===== config.mk =====
export PLATFORM = sky130hd
export DESIGN_NAME = uart_rx_core
export DESIGN_NICKNAME = d
export VERILOG_FILES = /design/src/rtl/uart_rx_core.sv
export SDC_FILE = /design/constraint.sdc
export NUM_CORES = 1
export LEC_CHECK = 0
export ABC_CLOCK_PERIOD_IN_PS = 4800
export BUFFER_PORTS_ARGS = -buffer_cell sky130_fd_sc_hd__buf_2
export CORE_MARGIN = 4
export CORE_UTILIZATION = 58
export DETAILED_ROUTE_END_ITERATION = 8
export PLACE_DENSITY_LB_ADDON = 0.08
export RECOVER_POWER = 25
export SYNTH_ARGS = -nofsm -noshare
export SYNTH_HDL_FRONTEND = slang
export SYNTH_SLANG_ARGS = --single-unit

===== constraint.sdc =====
create_clock -name clk -period 4.8 [get_ports clk]
set_clock_uncertainty 0.05 [all_clocks]
set_input_delay 0.24 -clock clk [delete_from_list [all_inputs] [get_ports clk]]
set_output_delay 0.24 -clock clk [all_outputs]
set_load 0.1 [all_outputs]

===== src/rtl/uart_rx_core.sv =====
`default_nettype none
// ============================================================================
// Module   : uart_rx_core
// Purpose  : 16x-oversampling UART receiver. Detects the start bit, samples
//            each data bit (LSB first), an optional parity bit and one stop
//            bit at mid-bit, then presents the word with a one-clk valid
//            strobe and per-frame framing/parity error flags.
// Ports    : clk, rst_n        - clock, asynchronous active-low reset
//            baud_rx           - one-clk tick at OVERSAMPLE x baud rate
//            rx                - asynchronous serial input, idle high
//            parity_en         - frame carries a parity bit
//            parity_odd        - 1 = odd parity, 0 = even parity
//            data_out          - last received word
//            data_valid        - one-clk pulse when data_out/flags update
//            framing_err       - stop bit of last frame sampled low
//            parity_err        - parity mismatch on last frame
//            busy              - receiver is not idle
// Revision : 1.0 - initial release
// ============================================================================
module uart_rx_core #(
    parameter int DATA_BITS  = 8,
    parameter int OVERSAMPLE = 16
) (
    input  logic                 clk,
    input  logic                 rst_n,
    input  logic                 baud_rx,
    input  logic                 rx,
    input  logic                 parity_en,
    input  logic                 parity_odd,
    output logic [DATA_BITS-1:0] data_out,
    output logic                 data_valid,
    output logic                 framing_err,
    output logic                 parity_err,
    output logic                 busy
);

    localparam int SCNT_W = $clog2(OVERSAMPLE);

    localparam logic [SCNT_W-1:0] C_HALF     = SCNT_W'(OVERSAMPLE/2 - 1);
    localparam logic [SCNT_W-1:0] C_FULL     = SCNT_W'(OVERSAMPLE - 1);
    localparam logic [2:0]        C_LAST_BIT = 3'(DATA_BITS - 1);

    localparam logic [2:0] S_IDLE   = 3'd0;
    localparam logic [2:0] S_START  = 3'd1;
    localparam logic [2:0] S_DATA   = 3'd2;
    localparam logic [2:0] S_PARITY = 3'd3;
    localparam logic [2:0] S_STOP   = 3'd4;

    logic [2:0]           r_state;
    logic [2:0]           w_next_state;
    logic                 r_rx_meta;
    logic                 r_rx_s;
    logic [SCNT_W-1:0]    r_s_cnt;
    logic [2:0]           r_bit_cnt;
    logic [DATA_BITS-1:0] r_shreg;
    logic                 r_par_en;
    logic                 r_par_odd;
    logic                 r_par_bit;
    logic                 w_at_half;
    logic                 w_at_full;
    logic                 w_par_exp;

    assign w_at_half = (r_s_cnt == C_HALF);
    assign w_at_full = (r_s_cnt == C_FULL);
    // Even parity expects the XOR of the data bits; odd parity inverts it.
    assign w_par_exp = (^r_shreg) ^ r_par_odd;

    // Two-flop synchroniser; resets to the idle line level.
    always_ff @(posedge clk or negedge rst_n) begin
        if (!rst_n) begin
            r_rx_meta <= 1'b1;
            r_rx_s    <= 1'b1;
        end else begin
            r_rx_meta <= rx;
            r_rx_s    <= r_rx_meta;
        end
    end

    // State register
    always_ff @(posedge clk or negedge rst_n) begin
        if (!rst_n) begin
            r_state <= S_IDLE;
        end else begin
            r_state <= w_next_state;
        end
    end

    // Next-state logic: every transition is gated by the oversample tick.
    always_comb begin
        w_next_state = r_state;
        if (baud_rx) begin
            case (r_state)
                S_IDLE:   if (!r_rx_s) w_next_state = S_START;
                S_START:  if (w_at_half) w_next_state = r_rx_s ? S_IDLE : S_DATA;
                S_DATA:   if (w_at_full && (r_bit_cnt == C_LAST_BIT))
                              w_next_state = r_par_en ? S_PARITY : S_STOP;
                S_PARITY: if (w_at_full) w_next_state = S_STOP;
                // Leave at stop mid-bit so an immediately following start
                // edge is still caught.
                S_STOP:   if (w_at_full) w_next_state = S_IDLE;
                default:  w_next_state = S_IDLE;
            endcase
        end
    end

    // Output logic
    always_comb begin
        busy = (r_state != S_IDLE);
    end

    // Counters, shift register and result registers.
    always_ff @(posedge clk or negedge rst_n) begin
        if (!rst_n) begin
            r_s_cnt     <= '0;
            r_bit_cnt   <= '0;
            r_shreg     <= '0;
            r_par_en    <= 1'b0;
            r_par_odd   <= 1'b0;
            r_par_bit   <= 1'b0;
            data_out    <= '0;
            data_valid  <= 1'b0;
            framing_err <= 1'b0;
            parity_err  <= 1'b0;
        end else begin
            data_valid <= 1'b0;
            if (baud_rx) begin
                case (r_state)
                    S_IDLE: begin
                        if (!r_rx_s) r_s_cnt <= '0;
                    end
                    S_START: begin
                        if (w_at_half) begin
                            r_s_cnt <= '0;
                            if (!r_rx_s) begin
                                r_bit_cnt <= '0;
                                // Frame format is frozen for the whole frame.
                                r_par_en  <= parity_en;
                                r_par_odd <= parity_odd;
                            end
                        end else begin
                            r_s_cnt <= r_s_cnt + SCNT_W'(1);
                        end
                    end
                    S_DATA: begin
                        if (w_at_full) begin
                            // LSB arrives first, so after DATA_BITS shifts the
                            // word is right-aligned.
                            r_shreg <= {r_rx_s, r_shreg[DATA_BITS-1:1]};
                            r_s_cnt <= '0;
                            if (r_bit_cnt != C_LAST_BIT)
                                r_bit_cnt <= r_bit_cnt + 3'd1;
                        end else begin
                            r_s_cnt <= r_s_cnt + SCNT_W'(1);
                        end
                    end
                    S_PARITY: begin
                        if (w_at_full) begin
                            r_par_bit <= r_rx_s;
                            r_s_cnt   <= '0;
                        end else begin
                            r_s_cnt <= r_s_cnt + SCNT_W'(1);
                        end
                    end
                    S_STOP: begin
                        if (w_at_full) begin
                            data_out    <= r_shreg;
                            framing_err <= ~r_rx_s;
                            parity_err  <= r_par_en & (r_par_bit != w_par_exp);
                            data_valid  <= 1'b1;
                            r_s_cnt     <= '0;
                        end else begin
                            r_s_cnt <= r_s_cnt + SCNT_W'(1);
                        end
                    end
                    default: r_s_cnt <= '0;
                endcase
            end
        end
    end

endmodule
`default_nettype wire


==> reports/results.tsv, run 1 <==
metric	value	unit
status	complete, but fails checks	
violations	capacitance limit, slew limit	
num_rows	18	
setup_viol	0	
wirelength	2.70	mm
port_buffers	17	
startpoint_type	flop	
vdd_ir_drop_max	0.383	mV
worstSetupPathType	reg -> reg	
synth_edf_count	0	
syn_avg_cell_area	12.2	um^2
viasPerCell	5.75	
drt_iter0_markers	36	
yosys_warnings	0	
min_path_type	in -> reg	
critPathArrivalTime	2.33	ns
hold_start	parity_en	
crit_path_start	r_s_cnt[0]	
gp_congestion	0.734	
grt_pass1_wl	4.81	mm
synthTopCellsByArea	dfrtp_1 (50%), mux2_2 (14%), o21ai_0 (4.1%)	
drv_slew	35	
grt_max_degree	35	
leakage	0.000886	uW
place_hpwl	1.96	mm
final_nets	162	
synth_nets	140	
synth_top_area_share	50.1	%
track_usage	18.0	%
ctsHoldBuffers	2	
drv_cap	1	
p_total	904	uW
cts_buffers	5	
synthDistinctLibCells	31	
ys_seq_area_share	53.4	%
postCtsSetupBuffers	0	
die_h	60.5	um
path_max_fanout	9	
cts_resized	0	
drc	0	
firstDrtPassIters	4	
dieArea	0.00366	mm^2
synthCells	131	
fillers	187	
vias	1058	
place_area	0.00170	mm^2
wl_per_cell	14.7	um
synth_commonest_cells	dfrtp_1 (32), mux2_2 (20), o21ai_0 (13)	
stdcell_area	0.00178	mm^2
synth_top_cell_by_area	dfrtp_1	
syn_area	0.00160	mm^2
whs_endpoint	r_par_en	
first_global_vias	1062	
utilization	70.1	%
end_kind	flop	
p_per_area	507	mW/mm^2
rsz0062_at_grt	no	
drive_gt1_share	35.1	%
r2r_end	r_bit_cnt[2]	
synth.most_common_cell	dfrtp_1	
r2r_cells	6	
clkSlewWorstSetupHoldPaths	0.11	ns
clock_latency	0.32	ns
cts_tree	done	
tightestPinTransition	1.74	ns
detail-route-antenna-nets	0	
required	4.97	ns
min_period	2.16	ns
hold_viol	0	
io_pins	18	
grt-ovfl-total	0	
synth-main-ff-cell	dfrtp_1	
die_x	60.5	um
async_reset_ff_share	100	%
fmax	463	MHz
cts_max_level	2	
clkSinkCount	34	
hold_ws	0.0949	ns
max_slew_margin	-15.9	%
hold_path_depth	2	
antenna_found_initial	0	
cts_max_path_buffers	2	
r2r_setup_slack	2.64	ns
ys_seq_elements	34	
coreArea	0.00254	mm^2
fin_setup_tns	0	ns
r2r-start	r_s_cnt[0]	
diodes	0	
area_growth	11.6	%
fin_crit_sh	45.0	%
clockRootBuffer	clkbuf_4	
initial_utilization	62.8	%
==> kinds of logic after synthesis <==
kind of cell             Yosys count  synth area share (%)
adder cells (fa/ha/maj)            3                  2.35
buffers and inverters              8                  2.19
XOR/XNOR                           8                  5.25
multiplexers                      23                  16.6
flip-flops                        34                  53.4
AND/OR/NAND/NOR                   37                  14.0
AO/OA/AOI/OAI                     18                  6.19
==> critical path: stages, from the launching register on <==
cell and delay, ns:
dfrtp_1 0.41, ha_1 0.27, nand4_2 0.17, nor4_4 0.54, nand2b_2 0.14, and2_4 0.20
mux2_4 0.29
==> state kept, by name, summed over array words and instances, names as in the netlist <==
name / count
r_rx_meta: 1
r_par_en: 1
r_par_odd: 1
r_rx_s: 1
r_shreg: 8
r_bit_cnt: 3
data_valid: 1
r_s_cnt: 4
parity_err: 1
framing_err: 1
data_out: 8
r_state: 3
r_par_bit: 1
==> where the power goes <==
part           switching (uW)  internal, uW
Combinational             161           163
Sequential               74.0           342
Clock                    94.1          70.4
Total                     330           575
==> layout make-up <==
type	instances	area, um^2	share of cell area (%)
multi-input combinational	89	709	39.8
timing repair buffer	19	104	5.82
clock inverter	2	12.5	0.702
clock buffer	6	51.3	2.88
tap	30	37.5	2.11
sequential	34	853	47.9
inverter	4	15.0	0.842
==> per-layer routing <==
metal	GRT usage [%]	routed length, um	part of all wire [%]	vias to the layer above
met5	0	0	0	-
met4	5.88	40	1.5	0
met3	6.60	108	4.0	7
met2	29.0	1410	52	24
met1	22.7	1150	43	521
li1	-	-	-	506
==> worst max path at each step <==
stage                         endpoint  slack, ns  cells after the start
final                     r_bit_cnt[2]       2.64                      6
after global routing       data_out[7]       2.51                      2
after CTS                 r_bit_cnt[2]       2.65                      6
after detailed placement  r_bit_cnt[2]       2.67                      6
after global placement    r_bit_cnt[2]       2.75                      6
after floorplan             r_s_cnt[3]       2.54                      6
==> cells in the final DEF (no fill, tap or decap), types with 2 or more instances in the layout <==
cell type / instances
inv_1: 4
o21ai_0: 13
dfstp_2: 2
mux2_4: 2
or3_1: 2
a21oi_1: 2
nor3_1: 2
and3_1: 2
dfrtp_1: 32
nand2_1: 9
nand3_1: 6
nor2_1: 2
nor2b_1: 3
clkbuf_4: 5
a21o_1: 2
buf_2: 16
dlygate4sd3_1: 2
xnor2_1: 7
nor3b_1: 2
mux2_2: 20
ha_1: 3
==> through the flow <==
stage / instances / worst slack (ns)
finish: 184 / 2.64
global route: 184 / 2.51
CTS: 184 / 2.65
detailed placement: 174 / 2.67
global placement: 174 / 2.75
floorplan: 131 / 2.54
Note: power is estimated with default switching activity, not from simulation.
==> inputs of run 2 (changes only) <==
--- a/config.mk
+++ b/config.mk
@@ -5,10 +5,10 @@
 export SDC_FILE = /design/constraint.sdc
 export NUM_CORES = 1
 export LEC_CHECK = 0
-export ABC_CLOCK_PERIOD_IN_PS = 4800
+export ABC_CLOCK_PERIOD_IN_PS = 2200
 export BUFFER_PORTS_ARGS = -buffer_cell sky130_fd_sc_hd__buf_2
 export CORE_MARGIN = 4
-export CORE_UTILIZATION = 58
+export CORE_UTILIZATION = 57
 export DETAILED_ROUTE_END_ITERATION = 8
 export PLACE_DENSITY_LB_ADDON = 0.08
 export RECOVER_POWER = 25
==> constraint.sdc (replaced) <==
create_clock -name clk -period 2.2 [get_ports clk]
set_clock_uncertainty 0.05 [all_clocks]
set_input_delay 0.11 -clock clk [delete_from_list [all_inputs] [get_ports clk]]
set_output_delay 0.11 -clock clk [all_outputs]
set_load 0.1 [all_outputs]
==> reports/results.tsv, run 2 (synthesis results as in run 1) <==
metric	value	unit	change
status	completed		
fin_crit_sh	86.9	%	
final_common_cell	dfrtp_1		
diodes	0		unchanged
p_per_area	1080	mW/mm^2	+110%
critPathArrivalTime	1.75	ns	-0.58 ns
worstSetupPathType	reg -> out		
hold_viol	0		unchanged
wl_met1	1.18	mm	+2.3%
vdd_ir_drop_max	0.769	mV	+100%
wl_per_cell	13.8	um	-5.8%
path_max_fanout	11		+2
fin_setup_tns	0	ns	unchanged
vias	1033		-2.4%
min_period	1.91	ns	
max_slew_margin	46.6	%	+63 points
antenna_found_initial	0		unchanged
coreArea	0.00257	mm^2	+0.88%
hold_ws	0.133	ns	+0.0379 ns
fmax	523	MHz	
wl_met2	1.29	mm	-8.1%
io_pins	18		unchanged
grt_pass1_wl	4.52	mm	-6.0%
end_kind	output port		
drc	0		unchanged
grt-ovfl-total	0		unchanged
gp_congestion	0.774		+5.4%
clock_latency	0.33	ns	about the same
largestRegisters	data_out: 8 flops, r_shreg: 8 flops, r_s_cnt: 4 flops		
startpoint_type	flop		
stdcell_area	0.00182	mm^2	+1.9%
cts_buffers	5		unchanged
initial_utilization	62.2	%	-0.55 points
die_x	60.9	um	+0.76%
drv_cap	0		-1
first_global_vias	990		-6.8%
fillers	204		+9.1%
cts_max_path_buffers	2		unchanged
drv_slew	0		-100%
port_buffers	17		unchanged
drive_gt1_share	36.1	%	+1.0 points
dieArea	0.00371	mm^2	+1.5%
final_cell_mix	dfrtp_1 (32), mux2_2 (20), buf_2 (16)		
detail-route-antenna-nets	0		unchanged
track_usage	16.8	%	-1.2 points
setup_viol	0		unchanged
required	2.04	ns	-2.93 ns
clkSinkCount	34		unchanged
grt_max_degree	35		unchanged
min_path_type	in -> reg		
clockRootBuffer	clkbuf_4		
area_growth	13.7	%	
tightestPinTransition	0.801	ns	-0.938 ns
rsz0062_at_grt	no		
viasPerCell	5.49		-4.4%
place_area	0.00172	mm^2	+0.96%
cts_tree	done		
firstDrtPassIters	4		unchanged
clkSlewWorstSetupHoldPaths	0.10	ns	about the same
wirelength	2.60	mm	-3.7%
leakage	0.000908	uW	+2.5%
topRoutingLayerUsed	met4		
wl_met3	104	um	-3.7%
drt_iter0_markers	35		-2.8%
die_h	60.9	um	+0.76%
num_rows	18		unchanged
place_hpwl	1.84	mm	-6.1%
final_nets	166		+2.5%
cts_max_level	2		unchanged
cts_resized	0		unchanged
[run 2: worst paths after layout]
path,cells past startpoint,end,startpoint,slack [ns]
min,3,r_s_cnt[1],baud_rx,0.13
max reg2reg,4,data_out[3],r_s_cnt[0],0.29
min in group asynchronous,2,r_state[2],rst_n,0.34
max,2,busy,r_state[2],0.29
max in group asynchronous,2,r_shreg[2],rst_n,1.25
min reg2reg,0,r_rx_s,r_rx_meta,0.31
[run 2: cell type report]
type / count / area [um^2] / share of cell area (%)
clock inverter: 1 / 5.00 / 0.275
tap: 30 / 37.5 / 2.07
multi-input combinational: 89 / 711 / 39.1
inverter: 4 / 15.0 / 0.826
sequential: 34 / 853 / 47.0
timing repair buffer: 23 / 140 / 7.71
clock buffer: 7 / 55.1 / 3.03
[run 2: what timing repair did]
| action | 4_1_cts | 5_1_grt |
|---|---|---|
| hold endpoints to repair | 35 | 0 |
| buffers inserted | 0 | 0 |
| hold buffers | 4 | 0 |
| endpoints found under the setup margin | 0 | 0 |
[run 2: metrics by stage]
stage / cells / setup WS [ns] / util (%) / power (uW)
global route: 188 / 0.155 / 70.8 / 2120
detailed placement: 176 / 0.295 / 66.9 / 1620
finish: 188 / 0.289 / 70.8 / 1960
floorplan: 131 / 0.0585 / - / 1490
global placement: 176 / 0.327 / 66.9 / 1590
CTS: 188 / 0.272 / 70.8 / 1980
[run 2: layer usage]
layer | global-route usage [%] | up-vias
met5 | 0 | -
met1 | 20.7 | 499
li1 | - | 513
met2 | 27.3 | 16
met4 | 6.50 | 0
met3 | 5.74 | 5
[run 2: power by group]
| group | internal, uW | switching, uW | total [uW] |
|---|---|---|---|
| combinational | 363 | 341 | 704 |
| sequential | 745 | 161 | 906 |
| clock | 155 | 196 | 351 |
[run 2: critical path, cell delays in order, from the launching register on]
cell and delay [ns]:
dfrtp_1 0.52, or3_2 0.58, buf_2 0.32
==> inputs of run 3 (changes only) <==
--- a/config.mk
+++ b/config.mk
@@ -9,6 +9,7 @@
 export BUFFER_PORTS_ARGS = -buffer_cell sky130_fd_sc_hd__buf_2
 export CORE_MARGIN = 4
 export CORE_UTILIZATION = 57
+export CTS_BUF_LIST = sky130_fd_sc_hd__clkbuf_16
 export DETAILED_ROUTE_END_ITERATION = 8
 export PLACE_DENSITY_LB_ADDON = 0.08
 export RECOVER_POWER = 25
==> constraint.sdc (replaced) <==
create_clock -name clk -period 2.2 [get_ports clk]
set_clock_uncertainty 0.05 [all_clocks]
set_input_delay 0.22 -clock clk [delete_from_list [all_inputs] [get_ports clk]]
set_output_delay 0.22 -clock clk [all_outputs]
set_load 0.1 [all_outputs]
==> reports/results.tsv, run 3 (synthesis results as in run 1) <==
metric	value	unit	change
hold_ws	0.125	ns	-0.00741 ns
drv_cap	0		unchanged
internal_power	1520	uW	+20%
required	1.93	ns	-0.11 ns
p_per_area	1210	mW/mm^2	+12%
min_path_type	in -> reg		
p_sw_share	32.9	%	-2.7 points
vdd_ir_drop_max	1.04	mV	+36%
fillers	206		+0.98%
max_slew_margin	46.6	%	about the same
io_pins	18		unchanged
coreArea	0.00257	mm^2	unchanged
hold_viol	0		unchanged
viasPerCell	5.59		+1.7%
detail-route-antenna-nets	0		unchanged
clock_latency	0.28	ns	-0.05 ns
die_h	60.9	um	unchanged
share_comb_of_total_power	31.1	%	-4.8 points
wl_per_cell	14.3	um	+3.5%
largestRegisters	data_out: 8 flops, r_shreg: 8 flops, r_s_cnt: 4 flops		
clkSinkCount	34		unchanged
power_switching	743	uW	+6.5%
end_kind	output port		
status	completed		
fin_setup_tns	0	ns	unchanged
die_x	60.9	um	unchanged
worstSetupPathType	reg -> out		
pwr-share-seq	40.4	%	-5.8 points
cts_max_path_buffers	2		unchanged
grt_max_degree	35		unchanged
grt_pass1_wl	4.57	mm	+1.2%
cts_max_level	2		unchanged
firstDrtPassIters	4		unchanged
cts_tree	done		
final_nets	164		-1.2%
min_period	1.95	ns	+0.0437 ns
clkSlewWorstSetupHoldPaths	0.05	ns	-0.05 ns
gp_congestion	0.774		unchanged
startpoint_type	flop		
initial_utilization	62.2	%	unchanged
postCtsSetupBuffers	0		unchanged
dieArea	0.00371	mm^2	unchanged
grt-ovfl-total	0		unchanged
drt_iter0_markers	29		-17%
antenna_found_initial	0		unchanged
p_total	2260	uW	+15%
pre_cts_ws	0.295	ns	unchanged
drive_gt1_share	35.9	%	-0.18 points
fin_crit_sh	88.8	%	+2.0 points
setup_viol	0		unchanged
area_growth	17.3	%	
pwr-share-clk	28.6	%	+11 points
vias	1039		+0.58%
leakage	0.000937	uW	+3.2%
port_buffers	17		unchanged
wirelength	2.67	mm	+2.4%
place_hpwl	1.84	mm	unchanged
num_rows	18		unchanged
drc	0		unchanged
tightestPinTransition	0.801	ns	-0.000140 ns
cts_buffers	5		unchanged
diodes	0		unchanged
fin_ws	0.245	ns	-0.0437 ns
rsz0062_at_grt	no		
clockRootBuffer	clkbuf_16		
critPathArrivalTime	1.68	ns	-0.07 ns
track_usage	17.9	%	+1.1 points
first_global_vias	1009		+1.9%
fmax	512	MHz	-2.2%
final_cell_mix	dfrtp_1 (32), mux2_2 (20), buf_2 (16)		
drv_slew	0		unchanged
path_max_fanout	11		unchanged
final_common_cell	dfrtp_1		
==> run 3: layout make-up <==
class / count / area (um^2) / share of cell area [%]
clock buffers: 5 / 125 / 6.68
clock inverters: 3 / 12.5 / 0.668
inverters: 4 / 15.0 / 0.801
multi-input cells: 89 / 711 / 37.9
flip-flops and latches: 34 / 853 / 45.5
well taps: 30 / 37.5 / 2.00
repair buffers: 21 / 120 / 6.41
==> run 3: repair_timing <==
action / 4_1_cts / 5_1_grt
endpoints found under the hold margin: 33 / 0
endpoints found under the setup margin: 0 / 0
resized for setup: 0 / 0
hold buffers: 2 / 0
==> run 3: worst paths after layout <==
path | startpoint | endpoint | slack (ns) | cells past startpoint
max | r_state[2] | busy | 0.25 | 2
max reg2reg | r_state[2] | data_out[6] | 0.29 | 3
min in group asynchronous | rst_n | r_s_cnt[3] | 0.51 | 2
min reg2reg | r_rx_meta | r_rx_s | 0.30 | 0
max in group asynchronous | rst_n | parity_err | 1.08 | 2
min | parity_en | r_par_en | 0.13 | 2
==> run 3: worst max-delay path, stage by stage (launching register included) <==
cell and delay [ns]:
dfrtp_1 0.51, or3_2 0.58, buf_2 0.32
==> run 3: per-layer routing <==
layer	share of wire (%)	vias to the layer above	global-route usage [%]	routed length [um]
li1	-	511	-	-
met1	45	510	20.5	1210
met2	49	14	27.9	1310
met3	4.1	4	7.66	110
met4	1.3	0	10.2	34
met5	0	-	0	0
==> run 3: power by group through the flow <==
stage                     Clock, uW  Sequential [uW]  Combinational, uW
after floorplan                   0              849                644
after global placement            0              906                688
after detailed placement          0              921                699
after CTS                       664              910                709
after global routing            697              936                788
final                           646              912                702
==> run 3: stage by stage <==
step / utilization [%] / cells / area (um^2)
after floorplan: - / 131 / 1600
after global placement: 66.9 / 176 / 1720
after detailed placement: 66.9 / 176 / 1720
after CTS: 73.0 / 186 / 1870
after global routing: 73.0 / 186 / 1870
final: 73.0 / 186 / 1870
